## config.mk

```make
export PLATFORM = sky130hd
export DESIGN_NAME = fb_write_arbiter
export DESIGN_NICKNAME = d
export VERILOG_FILES = /design/src/rtl/fb_write_arbiter.sv
export SDC_FILE = /design/constraint.sdc
export NUM_CORES = 1
export LEC_CHECK = 0
export CAP_MARGIN = 25
export CORE_MARGIN = 3
export CORE_UTILIZATION = 48
export CTS_CLUSTER_SIZE = 16
export DETAILED_ROUTE_END_ITERATION = 7
export HOLD_SLACK_MARGIN = 0.03
export PLACE_DENSITY = 0.95
export SETUP_SLACK_MARGIN = 0.2
export SLEW_MARGIN = 10
export SYNTH_ARGS = -nofsm -noshare
export SYNTH_HDL_FRONTEND = slang
export SYNTH_SLANG_ARGS = --single-unit
```

## constraint.sdc

```tcl
create_clock -name clk -period 3.1 [get_ports clk]
set_input_delay 0.62 -clock clk [delete_from_list [all_inputs] [get_ports clk]]
set_output_delay 0.62 -clock clk [all_outputs]
set_load 0.05 [all_outputs]
```

## src/rtl/fb_write_arbiter.sv

```systemverilog
// fb_write_arbiter: shares the framebuffer write port between draw engines (round-robin per primitive) and a full-screen clear sequencer
module fb_write_arbiter #(
   parameter int NUM_REQ = 2,
   parameter int ADDR_W = 17,
   parameter int DATA_W = 9,
   parameter int FB_SIZE = 96000,
   parameter logic [DATA_W-1:0] CLEAR_COLOR = 9'h1FF
) (
   input  logic                      clk,
   input  logic                      reset,
   input  logic [NUM_REQ-1:0]        req_valid,
   input  logic [NUM_REQ*ADDR_W-1:0] req_addr,
   input  logic [NUM_REQ*DATA_W-1:0] req_data,
   input  logic [NUM_REQ-1:0]        req_last,
   output logic [NUM_REQ-1:0]        req_ready,
   input  logic                      clear_req,
   output logic                      clear_busy,
   output logic                      clear_done,
   input  logic                      fb_ready,
   output logic                      fb_we,
   output logic [ADDR_W-1:0]         fb_addr,
   output logic [DATA_W-1:0]         fb_data,
   output logic                      oob_err
);
   localparam int PW = NUM_REQ > 1 ? $clog2(NUM_REQ) : 1;
   localparam logic [ADDR_W-1:0] LAST_IDX = ADDR_W'(FB_SIZE - 1);
   typedef enum logic [1:0] {IDLE, OWN, CLEAR} state_t;
   state_t state, state_nxt;
   logic [PW-1:0] owner, rr_ptr, pick;
   logic [ADDR_W-1:0] clr_cnt, sel_addr;
   logic [DATA_W-1:0] sel_data;
   logic clr_pend, sel_valid, sel_last, accept, oob, wr_beat, clr_wr, clr_end;
   // round-robin pick (scan from farthest to nearest so the nearest valid wins) and the owner's current beat
   always_comb begin
      pick = rr_ptr;
      for (int k = NUM_REQ - 1; k >= 0; k--)
         if (req_valid[(int'(rr_ptr) + k) % NUM_REQ]) pick = PW'((int'(rr_ptr) + k) % NUM_REQ);
      sel_valid = req_valid[owner];
      sel_last = req_last[owner];
      sel_addr = req_addr[int'(owner) * ADDR_W +: ADDR_W];
      sel_data = req_data[int'(owner) * DATA_W +: DATA_W];
      accept = state == OWN && sel_valid && fb_ready;
      oob = sel_addr > LAST_IDX;
      wr_beat = accept && !oob;
      clr_wr = state == CLEAR && fb_ready;
      clr_end = clr_wr && clr_cnt == LAST_IDX;
   end
   // state register
   always_ff @(posedge clk)
      state <= reset ? IDLE : state_nxt;
   // next state: a pending clear beats requesters in IDLE; ownership ends only on an accepted last beat
   always_comb
      state_nxt = state == IDLE ? (clr_pend ? CLEAR : ((|req_valid) ? OWN : IDLE))
                : state == OWN ? ((accept && sel_last) ? IDLE : OWN)
                : (clr_end ? IDLE : CLEAR);
   // handshake and status outputs
   always_comb begin
      req_ready = (state == OWN && fb_ready) ? NUM_REQ'(1) << owner : '0;
      clear_busy = clr_pend || state == CLEAR;
   end
   // arbitration bookkeeping, clear progress and registered write port
   always_ff @(posedge clk) begin
      if (reset) begin
         owner <= '0;
         rr_ptr <= '0;
         clr_cnt <= '0;
         clr_pend <= 1'b0;
         fb_we <= 1'b0;
         fb_addr <= '0;
         fb_data <= '0;
         clear_done <= 1'b0;
         oob_err <= 1'b0;
      end else begin
         if (state == IDLE && !clr_pend && |req_valid) owner <= pick;
         if (accept && sel_last) rr_ptr <= owner == PW'(NUM_REQ - 1) ? '0 : owner + 1'b1;
         if (state == IDLE && clr_pend) clr_cnt <= '0;
         else if (clr_wr) clr_cnt <= clr_cnt + 1'b1;
         if (clr_end) clr_pend <= 1'b0;
         else if (clear_req && state != CLEAR) clr_pend <= 1'b1;
         fb_we <= clr_wr || wr_beat;
         if (clr_wr) begin
            fb_addr <= clr_cnt;
            fb_data <= CLEAR_COLOR;
         end else if (wr_beat) begin
            fb_addr <= sel_addr;
            fb_data <= sel_data;
         end
         clear_done <= clr_end;
         oob_err <= oob_err || (accept && oob);
      end
   end
endmodule

```

# After elaboration in Yosys (flattened, before gate mapping)
# Cells that the tools add are included.
# word_totals
register_bits	51
latchBits	0
ramBits	0
rom_bits	0
input_bits	60
memories	0
# op_classes
addsub	3
mul	2
n_div	0
magnitude_cmp	4
eq_ne	4
shift	3
n_mux	23
n_bitwise	1
n_reduce_logical	22
# ops
cell	n
17-bit 2-to-1 mux	2
34-bit by 7-bit variable part select with 17-bit output	1
9-bit 2-to-1 mux	2
18-bit by 6-bit variable part select with 9-bit output	1
17-bit by 1-bit adder with 17-bit output (second input constant)	1
17-bit equality test (second input constant)	1
17-bit greater-than comparator (second input constant)	1
1-bit 2-to-1 mux	14
1-bit logical AND	12
2-bit 2-to-1 mux	5
1-bit by 5-bit multiplier with 6-bit output (second input constant)	1
2-bit OR reduction	3
1-bit by 4-bit multiplier with 5-bit output (second input constant)	1
1-bit by 2-bit < comparator with 1-bit output (second input constant)	2
1-bit logical OR	3
2-bit by 3-bit < comparator with 1-bit output (second input constant)	1
1-bit adder (second input constant)	2
2-bit by 1-bit equality test with 1-bit output (second input constant)	1
2-bit equality test (second input constant)	1
1-bit zero test	2
2-bit zero test	1
2-bit != test (second input constant)	1
2-bit nonzero test	1
1-bit by 1-bit left shift with 2-bit output (first input constant)	1
1-bit AND (first input constant)	1

# Longest topological paths before layout
# logic_depth
depth_word	8
mapped_depth	8
mapped_depth_nobuf	6

# Worst setup path after synthesis
# No wires, ideal clock.
# synth_timing
path_kind	register to output
from	register owner
to	output req_ready[1]
arrival_time_ns	1.528
slack_ns	0.952
path_stages_with_launch	6
n_path_buf	3
path_cell_list	dfxtp_1 -> buf_4 -> buf_6 -> buf_2 -> inv_2 -> nor2_1
# synth_via
elab_chain_cells	2
# synth_rtl
element	line_no	rtl
start, declared	29	logic [PW-1:0] owner, rr_ptr, pick;
start signal, assigned	74	if (state == IDLE && !clr_pend && |req_valid) owner <= pick;
1-bit by 1-bit left shift with 2-bit output	58	req_ready = (state == OWN && fb_ready) ? NUM_REQ'(1) << owner : '0;
2-bit 2-to-1 mux	58	
end, declared	15	output logic [NUM_REQ-1:0] req_ready,
# No other way between the ends.

# Worst setup path in the final report
# layout_timing
from	input fb_ready
to	register clear_done
# layout_via
elab_chain_cells	2
# layout_rtl
element	line_no	rtl
start, declared	19	input logic fb_ready,
1-bit logical AND	45	clr_wr = state == CLEAR && fb_ready;
1-bit logical AND	46	clr_end = clr_wr && clr_cnt == LAST_IDX;
end signal, assigned	88	clear_done <= clr_end;
end, declared	18	output logic clear_done,
# No other way between the ends.
# A chain may end at the register's enable or synchronous reset.

==> run metrics <==
status=complete, no violations; post-synthesis async set-or-reset flop share=0%; via count of the first global-routing pass=2548; share of layout cells above drive strength 1=between 10 and 15%; DIE AREA=between 0.006 and 0.007 sq mm; Syn Nets=345; Tcrit/Tclk final=76.1%; Synth top area share=39.4%; first-pass GRT wire length=11.9 mm; Worst-path clk slew=roughly 0.08 ns; crit-path max cell delay=~0.56 ns; power density over cell area=401 mW/mm^2; IO Pins=92; Worst Setup End Kind=register; Vias=around 2600; CTS root buffer=clkbuf_8; Leak=1.17 nW; Detailed Place HPWL=about 5.3 mm; Inserted Clock Buffers=5; Slew headroom=between 40% and 50%; Gate Count Post-Synth=~280; Avg Cell Area, Syn=9.13 sq um; worst min path class=register to register; Filler cells=350; VDD IR-drop max=0.000186 V; Crit-path slowest cell=nor4_1; Port Buf Inserts=91; Startpoint Class=input port; First-pass DRT Iterations=6; DRT Wirelength=around 7.5 mm; Global Route Usage Sum=between 20% and 30%; Worst EP required=3.34 ns; die boundary height=79.5 microns; Yosys reg bits=51; FMAX=0.424 GHz; min Tclk post-route=2.36 ns; Post-CTS Setup Bufs=0; Netlist cell types=between 40 and 50; maximum clock path buffer count=2; Synth Warn #=0; final setup violation count=0; EDFF count, synth=0; Max Slew Vio Count=0; clock latency on the worst-skew pair=0.31 ns; setup TNS=0 ns; initial antenna violation count=0; Die Span X=79.5 microns; DRT iter0 DRCs=221; H-tree depth=2; total power=1.44 mW; TritonCTS clock tree=built; post-synthesis sequential area ratio=39.4%; Rows=26; footprint of the multi-input gates=0.00144 sq mm; drt wl/cell=17.0 microns; Starting Density=50.1%; Antenna Cells=0; Clock Sink Count=51; Worst Setup Path Type=input port to register; Post-CTS Hold Buffers=0; Core ar.=roughly 0.0052 sq mm; # Max-Cap Violations=0; Post-Syn Area=~0.0026 sq mm; DRC violation count after routing=0; CTS resizes=0; largest net degree at the start of global routing=35; grt ovf=0; Final GP Congestion=0.849; FF+latch area=0.00102 sq mm; Fin. Hold Viols=0; top cells by area, synth=dfxtp_1 39%, mux2i_1 5.8%, a21oi_1 5.6%; area grow syn2layout=38.9%; Setup Skew=0.00659 ns; # nets final=430; CP Cell Sequence=clkdlybuf4s50_1, and4b_1, and2_1, nand3_1, nor4_1, nor2b_1; most common cell after layout, fill and taps aside=clkdlybuf4s50_1; crit-path max FO=5; FF-to-FF path depth=5; Worst EP arrival=2.60 ns; via/cell ratio=5.91; Slew @ Worst Pin=0.765 ns; top_reg_cell synth=dfxtp_1; RSZ-0062 raised after global routing=false; hold path cells=2; post-route antenna net violation count=0; most frequent cells in the layout=89 x clkdlybuf4s50_1, 50 x dfxtp_1, 29 x a21oi_1, 20 x nand2_1, 18 x nand3_1; top cell type by total area after synthesis=dfxtp_1
-- cell usage after synthesis, types with 2 or more instances --
library cell	count
a22oi_1	10
nor2_1	17
o21ai_0	7
a31oi_1	2
a21oi_1	29
nand4_1	6
nand2b_1	3
and4_1	2
inv_1	3
dfxtp_1	51
clkbuf_1	7
a211oi_2	9
o221ai_1	4
or3_1	5
nand3_1	18
buf_6	4
nor4_1	3
xnor2_1	6
mux2_2	10
nand2_1	20
nand3b_1	2
and4b_1	2
buf_2	6
xor2_1	5
mux2i_1	15
nor3_1	15
-- worst max-delay path, delay by kind of cell --
family	cells	cell delay [ns]
buffers and inverters	1	0.51
and+or+nand+nor	5	1.46
-- per-stage QoR --
stage	cells	setup WS [ns]	instance area [sq um]	hold slack [ns]	util (%)
global route	440	0.578	3600	0.500	69.6
floorplan	284	0.952	2590	0.431	-
detailed placement	432	0.409	3520	0.460	68.0
global placement	432	0.469	3520	0.440	68.0
finish	440	0.741	3600	0.473	69.6
CTS	440	0.724	3600	0.472	69.6
-- logic make-up (layout without fill, tap and decap cells) --
kind of cell | after synthesis | in the layout | share of synthesized area [%]
buffers and inverters | 23 | 109 | 4.92
adders and majority gates | 1 | 1 | 0.483
xor gates and xnor gates | 11 | 11 | 3.72
DFF | 51 | 51 | 39.4
and+or+nand+nor | 100 | 100 | 20.2
AOI/OAI and AO/OA | 71 | 71 | 20.2
muxes | 27 | 27 | 11.1
-- metal layers --
layer  global-route usage [%]  routed length [microns]  up-vias
met2                     42.3                     3730      127
met5                        0                        0        -
met3                     6.77                      643       20
li1                         -                        -     1226
met4                     9.28                      184        0
met1                     26.2                     2920     1228
-- where the power goes --
group | switching, mW | internal [mW] | total, mW
sequential | 0.0257 | 0.680 | 0.706
combinational | 0.199 | 0.171 | 0.370
clock | 0.208 | 0.159 | 0.367
-- path summary, 6_finish.rpt --
kind | from | endpoint | slack [ns]
setup reg to reg | owner | fb_addr[0] | 0.75
hold reg to reg | fb_addr[14] | fb_addr[14] | 0.47
setup / recovery | fb_ready | clear_done | 0.74
hold / removal | fb_addr[14] | fb_addr[14] | 0.47
-- flip-flops by register name, indices dropped and copies added, names as in the netlist --
signal,flops
owner,1
clr_pend,1
clear_done,1
fb_we,1
state,2
oob_err,1
rr_ptr,1
fb_data,9
fb_addr,17
clr_cnt,17
-- cell type report --
class | instances | share of cell area, %
Tap cell | 70 | 2.43
Clock inverter | 1 | 0.139
Clock buffer | 7 | 2.12
Timing Repair Buffer | 97 | 26.4
Inverter | 4 | 0.417
Sequential cell | 51 | 28.4
Multi-Input combinational cell | 210 | 40.1
Power figures use the tool's default switching activity.
